## src/rtl/rot_rs_scheduler_pkg.sv

```systemverilog
// Shared types for the rotate/shift reservation station: decoded operation,
// operand and entry records, and operand slot numbering.
package rot_rs_scheduler_pkg;

  localparam int DATA_W   = 32;
  localparam int GPR_W    = 5;
  localparam int RS_TAG_W = 5;
  localparam int NUM_OPND = 4;

  typedef enum logic [1:0] {
    OPND_OP1 = 2'd0,
    OPND_OP2 = 2'd1,
    OPND_TGT = 2'd2,
    OPND_XER = 2'd3
  } opnd_sel_e;

  typedef enum logic [2:0] {
    ROT_RLWINM = 3'd0,
    ROT_RLWNM  = 3'd1,
    ROT_RLWIMI = 3'd2,
    ROT_SLW    = 3'd3,
    ROT_SRW    = 3'd4,
    ROT_SRAW   = 3'd5,
    ROT_SRAWI  = 3'd6
  } rot_op_e;

  typedef struct packed {
    rot_op_e    op;
    logic [4:0] sh;
    logic [4:0] mb;
    logic [4:0] me;
    logic       rc;
  } rotate_decode_t;

  typedef struct packed {
    logic                rdy;
    logic [RS_TAG_W-1:0] tag;
    logic [DATA_W-1:0]   value;
  } rot_rs_operand_t;

  typedef struct packed {
    logic                              busy;
    logic [GPR_W-1:0]                  result_reg_addr;
    rotate_decode_t                    control;
    rot_rs_operand_t [NUM_OPND-1:0]    opnd;
  } rot_rs_entry_t;

  // Per-entry fields that never change after dispatch.
  typedef struct packed {
    logic [GPR_W-1:0] result_reg_addr;
    rotate_decode_t   control;
  } rot_rs_meta_t;

endpackage

```

## src/rtl/rot_rs_operand_slot.sv

```systemverilog
// One operand of one reservation-station entry: holds {rdy, tag, value},
// captures from the dispatch port (with same-cycle CDB bypass) or a later CDB hit.
module rot_rs_operand_slot
  import rot_rs_scheduler_pkg::*;
#(
  parameter int RS_ID_WIDTH = RS_TAG_W
) (
  input  logic                   clk,
  input  logic                   rst,
  input  logic                   flush,
  input  logic                   alloc,
  input  logic                   busy,
  input  logic                   disp_rdy,
  input  logic [RS_ID_WIDTH-1:0] disp_tag,
  input  logic [DATA_W-1:0]      disp_value,
  input  logic                   snoop_valid,
  input  logic [RS_ID_WIDTH-1:0] snoop_tag,
  input  logic [DATA_W-1:0]      snoop_value,
  output logic                   rdy,
  output logic [DATA_W-1:0]      value
);

  logic                   rdy_q, rdy_d;
  logic [RS_ID_WIDTH-1:0] tag_q, tag_d;
  logic [DATA_W-1:0]      value_q, value_d;
  logic                   bypass_hit, wake_hit;

  assign bypass_hit = snoop_valid && (disp_tag == snoop_tag);
  assign wake_hit   = busy && !rdy_q && snoop_valid && (tag_q == snoop_tag);

  // NOTE: every always_comb output gets a default first so no path can infer a latch.
  always_comb begin
    rdy_d   = rdy_q;
    tag_d   = tag_q;
    value_d = value_q;
    if (flush) begin
      rdy_d = 1'b0;
    end else if (alloc) begin
      tag_d = disp_tag;
      if (disp_rdy) begin
        rdy_d   = 1'b1;
        value_d = disp_value;
      end else if (bypass_hit) begin
        rdy_d   = 1'b1;
        value_d = snoop_value;
      end else begin
        rdy_d   = 1'b0;
        value_d = '0;
      end
    end else if (wake_hit) begin
      rdy_d   = 1'b1;
      value_d = snoop_value;
    end
  end

  // NOTE: state registers use non-blocking assignment so all flops update together.
  always_ff @(posedge clk or negedge rst) begin
    if (!rst) begin
      rdy_q   <= 1'b0;
      tag_q   <= '0;
      value_q <= '0;
    end else begin
      rdy_q   <= rdy_d;
      tag_q   <= tag_d;
      value_q <= value_d;
    end
  end

  assign rdy   = rdy_q;
  assign value = value_q;

endmodule

```

## src/rtl/rot_rs_scheduler.sv

```systemverilog
// Reservation station / issue scheduler for the rotate/shift pipeline.
// Define ROT_RS_AGE_ORDER_EN for oldest-first issue; default is lowest index first.
module rot_rs_scheduler
  import rot_rs_scheduler_pkg::*;
#(
  parameter int RS_ID_WIDTH = 5,
  parameter int DEPTH       = 4,
  parameter int BASE_ID     = 8
) (
  input  logic                   clk,
  input  logic                   rst,
  input  logic                   flush,
  input  logic                   disp_valid,
  output logic                   disp_ready,
  input  logic [4:0]             disp_result_reg_addr,
  input  rotate_decode_t         disp_control,
  input  logic [31:0]            disp_op1,
  input  logic [31:0]            disp_op2,
  input  logic [31:0]            disp_target,
  input  logic [31:0]            disp_xer,
  input  logic                   disp_op1_rdy,
  input  logic                   disp_op2_rdy,
  input  logic                   disp_target_rdy,
  input  logic                   disp_xer_rdy,
  input  logic [RS_ID_WIDTH-1:0] disp_op1_tag,
  input  logic [RS_ID_WIDTH-1:0] disp_op2_tag,
  input  logic [RS_ID_WIDTH-1:0] disp_target_tag,
  input  logic [RS_ID_WIDTH-1:0] disp_xer_tag,
  input  logic                   cdb_valid,
  input  logic [RS_ID_WIDTH-1:0] cdb_rs_id,
  input  logic [31:0]            cdb_result,
  input  logic                   cdb_xer_valid,
  input  logic [31:0]            cdb_xer,
  output logic                   issue_valid,
  input  logic                   issue_ready,
  output logic [RS_ID_WIDTH-1:0] issue_rs_id,
  output logic [4:0]             issue_result_reg_addr,
  output logic [31:0]            issue_op1,
  output logic [31:0]            issue_op2,
  output logic [31:0]            issue_target,
  output logic [31:0]            issue_xer,
  output rotate_decode_t         issue_control
);

  localparam int IDX_W = $clog2(DEPTH);

  logic [DATA_W-1:0]      disp_val [NUM_OPND];
  logic [NUM_OPND-1:0]    disp_rdy;
  logic [RS_ID_WIDTH-1:0] disp_tag [NUM_OPND];

  assign disp_val[OPND_OP1] = disp_op1;
  assign disp_val[OPND_OP2] = disp_op2;
  assign disp_val[OPND_TGT] = disp_target;
  assign disp_val[OPND_XER] = disp_xer;
  assign disp_rdy = {disp_xer_rdy, disp_target_rdy, disp_op2_rdy, disp_op1_rdy};
  assign disp_tag[OPND_OP1] = disp_op1_tag;
  assign disp_tag[OPND_OP2] = disp_op2_tag;
  assign disp_tag[OPND_TGT] = disp_target_tag;
  assign disp_tag[OPND_XER] = disp_xer_tag;

  logic [DEPTH-1:0]    busy_q, busy_d;
  rot_rs_meta_t        meta_q [DEPTH];
  logic [NUM_OPND-1:0] opnd_rdy [DEPTH];
  logic [DATA_W-1:0]   opnd_val [DEPTH][NUM_OPND];
  logic [DEPTH-1:0]    eligible, cand, alloc_vec;
  logic [IDX_W-1:0]    alloc_idx, sel_idx, hold_idx_q, hold_idx_d;
  logic                hold_valid_q, hold_valid_d;
  logic                sel_found, disp_fire, issue_fire;

  assign disp_ready = ~&busy_q;
  assign disp_fire  = disp_valid && disp_ready && !flush;
  assign issue_fire = issue_valid && issue_ready;

  always_comb begin
    alloc_idx = '0;
    for (int i = DEPTH - 1; i >= 0; i--) begin
      if (!busy_q[i]) alloc_idx = IDX_W'(i);
    end
  end

  for (genvar i = 0; i < DEPTH; i++) begin : g_entry
    for (genvar k = 0; k < NUM_OPND; k++) begin : g_opnd
      localparam bit IS_XER = (k == int'(OPND_XER));
      rot_rs_operand_slot #(.RS_ID_WIDTH(RS_ID_WIDTH)) u_slot (
        .clk         (clk),
        .rst         (rst),
        .flush       (flush),
        .alloc       (alloc_vec[i]),
        .busy        (busy_q[i]),
        .disp_rdy    (disp_rdy[k]),
        .disp_tag    (disp_tag[k]),
        .disp_value  (disp_val[k]),
        .snoop_valid (IS_XER ? (cdb_valid && cdb_xer_valid) : cdb_valid),
        .snoop_tag   (cdb_rs_id),
        .snoop_value (IS_XER ? cdb_xer : cdb_result),
        .rdy         (opnd_rdy[i][k]),
        .value       (opnd_val[i][k])
      );
    end
    assign eligible[i]  = busy_q[i] && (&opnd_rdy[i]);
    assign alloc_vec[i] = disp_fire && (alloc_idx == IDX_W'(i));
  end

`ifdef ROT_RS_AGE_ORDER_EN
  // age_q[i][j] set means entry j was dispatched before entry i.
  logic [DEPTH-1:0] age_q [DEPTH];

  always_ff @(posedge clk or negedge rst) begin
    if (!rst) begin
      for (int i = 0; i < DEPTH; i++) age_q[i] <= '0;
    end else if (disp_fire) begin
      for (int i = 0; i < DEPTH; i++) age_q[i][alloc_idx] <= 1'b0;
      age_q[alloc_idx] <= busy_q;
    end
  end

  always_comb begin
    for (int i = 0; i < DEPTH; i++) cand[i] = eligible[i] && !(|(age_q[i] & eligible));
  end
`else
  assign cand = eligible;
`endif

  // NOTE: blocking assignment inside always_comb lets the loop see its own earlier result.
  always_comb begin
    sel_found = 1'b0;
    sel_idx   = '0;
    for (int i = 0; i < DEPTH; i++) begin
      if (!sel_found && cand[i]) begin
        sel_found = 1'b1;
        sel_idx   = IDX_W'(i);
      end
    end
    // A stalled offer stays put until it is taken or flushed.
    if (hold_valid_q) begin
      sel_found = 1'b1;
      sel_idx   = hold_idx_q;
    end
  end

  assign issue_valid = sel_found;

  always_comb begin
    busy_d       = busy_q;
    hold_valid_d = hold_valid_q;
    hold_idx_d   = hold_idx_q;
    if (issue_fire) busy_d[sel_idx] = 1'b0;
    if (disp_fire)  busy_d[alloc_idx] = 1'b1;
    if (flush) busy_d = '0;
    if (flush || issue_fire) begin
      hold_valid_d = 1'b0;
    end else if (issue_valid) begin
      hold_valid_d = 1'b1;
      hold_idx_d   = sel_idx;
    end
  end

  // NOTE: the entry metadata array is reset too, so outputs are defined from reset.
  always_ff @(posedge clk or negedge rst) begin
    if (!rst) begin
      busy_q       <= '0;
      hold_valid_q <= 1'b0;
      hold_idx_q   <= '0;
      for (int i = 0; i < DEPTH; i++) meta_q[i] <= '0;
    end else begin
      busy_q       <= busy_d;
      hold_valid_q <= hold_valid_d;
      hold_idx_q   <= hold_idx_d;
      if (disp_fire) begin
        meta_q[alloc_idx].result_reg_addr <= disp_result_reg_addr;
        meta_q[alloc_idx].control         <= disp_control;
      end
    end
  end

  always_comb begin
    issue_rs_id           = '0;
    issue_result_reg_addr = '0;
    issue_control         = '0;
    issue_op1             = '0;
    issue_op2             = '0;
    issue_target          = '0;
    issue_xer             = '0;
    if (issue_valid) begin
      issue_rs_id           = RS_ID_WIDTH'(BASE_ID) + RS_ID_WIDTH'(sel_idx);
      issue_result_reg_addr = meta_q[sel_idx].result_reg_addr;
      issue_control         = meta_q[sel_idx].control;
      issue_op1             = opnd_val[sel_idx][OPND_OP1];
      issue_op2             = opnd_val[sel_idx][OPND_OP2];
      issue_target          = opnd_val[sel_idx][OPND_TGT];
      issue_xer             = opnd_val[sel_idx][OPND_XER];
    end
  end

endmodule

```

## config.mk

```make
export PLATFORM = sky130hd
export DESIGN_NAME = rot_rs_scheduler
export DESIGN_NICKNAME = d
export VERILOG_FILES = /design/src/rtl/rot_rs_scheduler_pkg.sv /design/src/rtl/rot_rs_operand_slot.sv /design/src/rtl/rot_rs_scheduler.sv
export SDC_FILE = /design/constraint.sdc
export NUM_CORES = 2
export LEC_CHECK = 0
export CORE_MARGIN = 3
export CORE_UTILIZATION = 45
export CTS_BUF_LIST = sky130_fd_sc_hd__clkbuf_16
export DETAILED_ROUTE_END_ITERATION = 10
export HOLD_SLACK_MARGIN = 0.02
export MAX_ROUTING_LAYER = met4
export PLACE_DENSITY = 0.75
export REMOVE_ABC_BUFFERS = 1
export SLEW_MARGIN = 20
export SYNTH_ARGS = -nofsm -noshare
export SYNTH_HDL_FRONTEND = slang
export SYNTH_SLANG_ARGS = --single-unit
```

## constraint.sdc

```tcl
create_clock -name clk -period 3.2 [get_ports clk]
set_input_delay 0.96 -clock clk [delete_from_list [all_inputs] [get_ports clk]]
set_output_delay 0.96 -clock clk [all_outputs]
set_load 0.05 [all_outputs]
```

==> run summary <==
failing checks = setup timing
max-slew violations = 0
clock sink count = 711
Via Count = 35.91k
P_leak = 22.59 nW
clock-pin transition on the worst setup and hold timing paths = 0.06 ns
Hold Buf Count CTS = 0
TritonCTS Buffers = 78
most frequent cells in the layout = nand2_1, dfrtp_1, nor2_1
CTS tree = yes
worst r2r dst = busy_q[3]$_DFF_PN0_
maxcap violations = 0
Post-Syn Instances = 4214
status = finished, violations left
first drt pass iteration count = 8
IO Pins = 411
WP data required = 2.24 ns
mux contribution to synthesized area = 15.88%
Worst-Skew Late Latency = 0.64 ns
Die Height = 294.6 um
initial antenna violation count = 13
root buf cell = clkbuf_16
Post-synth top flop = dfrtp_1
Crit. End Element = output pin
Worst Max-Slew Pin Slew = 1.150 ns
Final Cycle Share = 120.5%
sequential cell area = 17790 sq um
Final Cell Area = 52590 sq um
Synth Register Bits = 711
PortBufs = 408
total power = 25.04 mW
clock tree buffer depth = 3
initial drt markers = 4220
Filler Cells Inserted = 6008
CORE AREA = 82370 sq um
Adder-Cell Fraction of Synth Area = 0%
Total Routed Length = 142.9 mm
synthesized cell area = 37490 sq um
share of cells above drive strength 1 = 21.18%
hpwl dp = 85.84 mm
vias per cell = 6.125
RSZ-0062 raised after global routing = yes
PD cells = 476.3 nW/um^2
Worst setup SP type = flip-flop
GP Congestion = 0.8946
final antenna-violating net count = 0
number of different library cells in the post-synthesis netlist = 48
Worst slew margin = 23.32%
Net Sw Frac = 29.77%
Fin Hold WS = 0.3540 ns
Synth-to-Final Area Change = 40.26%
Hold Vio Cnt, Final = 0
Post-synth EDFFs = 0
final net count = 4969
setup_tns = -82.61 ns
Tot GR Track Use = 31.94%
reg2reg path depth = 7
largest net degree at the start of global routing = 82
sequential share of power = 46.3%
residual DRC count = 0
Final Non-Filler Cells = 5863
Starting Density = 45.52%
DP Area = 46680 sq um
htree depth = 3
reg-to-reg slack, setup = 0.69 ns
syn avg cell area = 8.897 sq um
Setup-failing EPs final = 154
post-DR wirelength/cell = 24.38 um
Setup CP Type = flip-flop to output pin
Seq/Total Area, Yosys = 47.46%
Compound-Gate Fraction of Synth Area = 11.71%
WP data arrival = 2.90 ns
area of the multi-input gates = 20250 sq um
Place WS = -0.2391 ns
synthesis warning total = 0
Post-Synth Simple-Gate Area = 17.77%
vias in the first global route = 36.21k
Min-Delay Path Class = input pin to async pin
NetSw = 7.456 mW
worst r2r src = busy_q[0]$_DFF_PN0_
XOR/XNOR Fraction of Synth Area = 2.336%
Util after Layout = 63.84%
die width = 294.6 um
Comb pwr share = 18.8%
largest family of logic cells by synthesized area = simple AND/OR/NAND/NOR gates
placed insts = 5665
Internal Power = 17.59 mW
first-pass GRT wire length = 209.3 mm
most common cell after layout, fill and taps aside = nand2_1
Clock Skews = 0.02646 ns
asr flop ratio synth = 100.0%
VDD IR max = 419.0 uV
row cnt = 105
fmax = 0.2592 GHz
clock power share = 34.9%
worst-path maximum fanout = 8
total grt overflow = 0
DIE AREA = 86820 sq um
min Tclk post-route = 3.858 ns
Worst Slack Setup Final = -0.6575 ns
synthesized netlist by cell type (all sizes together), types with 4 or more instances:
library cell  instances  area [sq um]
nand2              1129          4238
dfrtp               711         17790
or4                   5         37.54
clkbuf              180         675.7
o41ai                 4         35.03
xor2                 51         446.7
o22ai               152         950.9
nor2                528          2004
inv                   9         33.78
a22oi                17         127.6
o21ai               119         595.6
nor3                  5         35.03
a31oi               392          2477
nor4                 11         90.08
mux2                 45         506.7
a21oi                24         120.1
xnor2                49         429.2
nand3                 5         25.02
buf                 189          1106
nand4                13         81.33
and2                  6         37.54
mux2i               544          5445
flip-flops by register name, indices dropped and copies added, names as in the netlist:
name                         count
g_entry.g_opnd.u_slot.value    512
meta_q                          96
g_entry.g_opnd.u_slot.tag_q     80
g_entry.g_opnd.u_slot.rdy       16
busy_q                           4
hold_idx_q                       2
hold_valid_q                     1
critical path, stage by stage (launching register included):
cell and delay, ns:
dfrtp_1 0.38, and3_4 0.19, a31oi_4 0.18, a21oi_2 0.06
a31oi_4 0.20, buf_6 0.18, buf_12 0.20, buf_16 0.18
mux2i_1 0.24, o22ai_1 0.11, buf_4 0.18, buf_12 0.14
layout make-up:
cell class                      instances  share of cell area, %
Antenna cell                           15                0.07138
Clock buffer                           78                  3.712
Clock inverter                         63                 0.8851
Inverter                                9                0.06900
Multi-Input combinational cell       3126                  38.51
Sequential cell                       711                  33.83
Tap cell                             1070                  2.546
Timing Repair Buffer                  791                  20.38
what timing repair did:
item,in CTS,in global routing
endpoints found under the setup margin,154,156
cloned,20,10
resized for setup,203,285
hold endpoints to repair,0,0
setup buffers,26,25
pin swaps,44,54
power by group through the flow:
stage | clock (mW) | combinational [mW] | sequential [mW]
finish | 8.73 | 4.72 | 11.6
global route | 9.20 | 5.14 | 11.8
CTS | 8.76 | 4.27 | 11.4
detailed placement | 0 | 4.07 | 11.5
global placement | 0 | 3.91 | 11.4
floorplan | 0 | 2.47 | 11.2
kinds of logic after synthesis:
| kind of cell | Yosys count |
|---|---|
| xor gates and xnor gates | 100 |
| buffers and inverters | 378 |
| DFF | 711 |
| AOI/OAI and AO/OA | 718 |
| muxes | 589 |
| and+or+nand+nor | 1717 |
| other | 1 |
metal layers:
layer | vias up | track usage [%] | wire [um]
li1 | 15530 | - | -
met4 | 0 | 20.13 | 10340
met2 | 2388 | 49.93 | 65870
met5 | - | - | 0
met1 | 17340 | 38.48 | 52330
met3 | 657 | 5.569 | 14380
worst max-delay path by stage:
stage	start	end	slack, ns	cells past startpoint
after floorplan	hold_valid_q$_DFFE_PN0P_	issue_result_reg_addr[3]	-25.25	4
after global placement	cdb_rs_id[0]	g_entry[3].g_opnd[3].u_slot.value[17]$_DFFE_PN0P_	-0.18	10
after detailed placement	cdb_rs_id[0]	g_entry[3].g_opnd[3].u_slot.value[17]$_DFFE_PN0P_	-0.24	10
after CTS	g_entry[0].g_opnd[0].u_slot.rdy$_DFFE_PN0P_	issue_op2[25]	-0.62	12
after global routing	g_entry[0].g_opnd[0].u_slot.rdy$_DFFE_PN0P_	issue_target[0]	-0.75	11
final	g_entry[0].g_opnd[0].u_slot.rdy$_DFFE_PN0P_	issue_op2[20]	-0.66	11
Note: power is estimated with default switching activity, not from simulation.
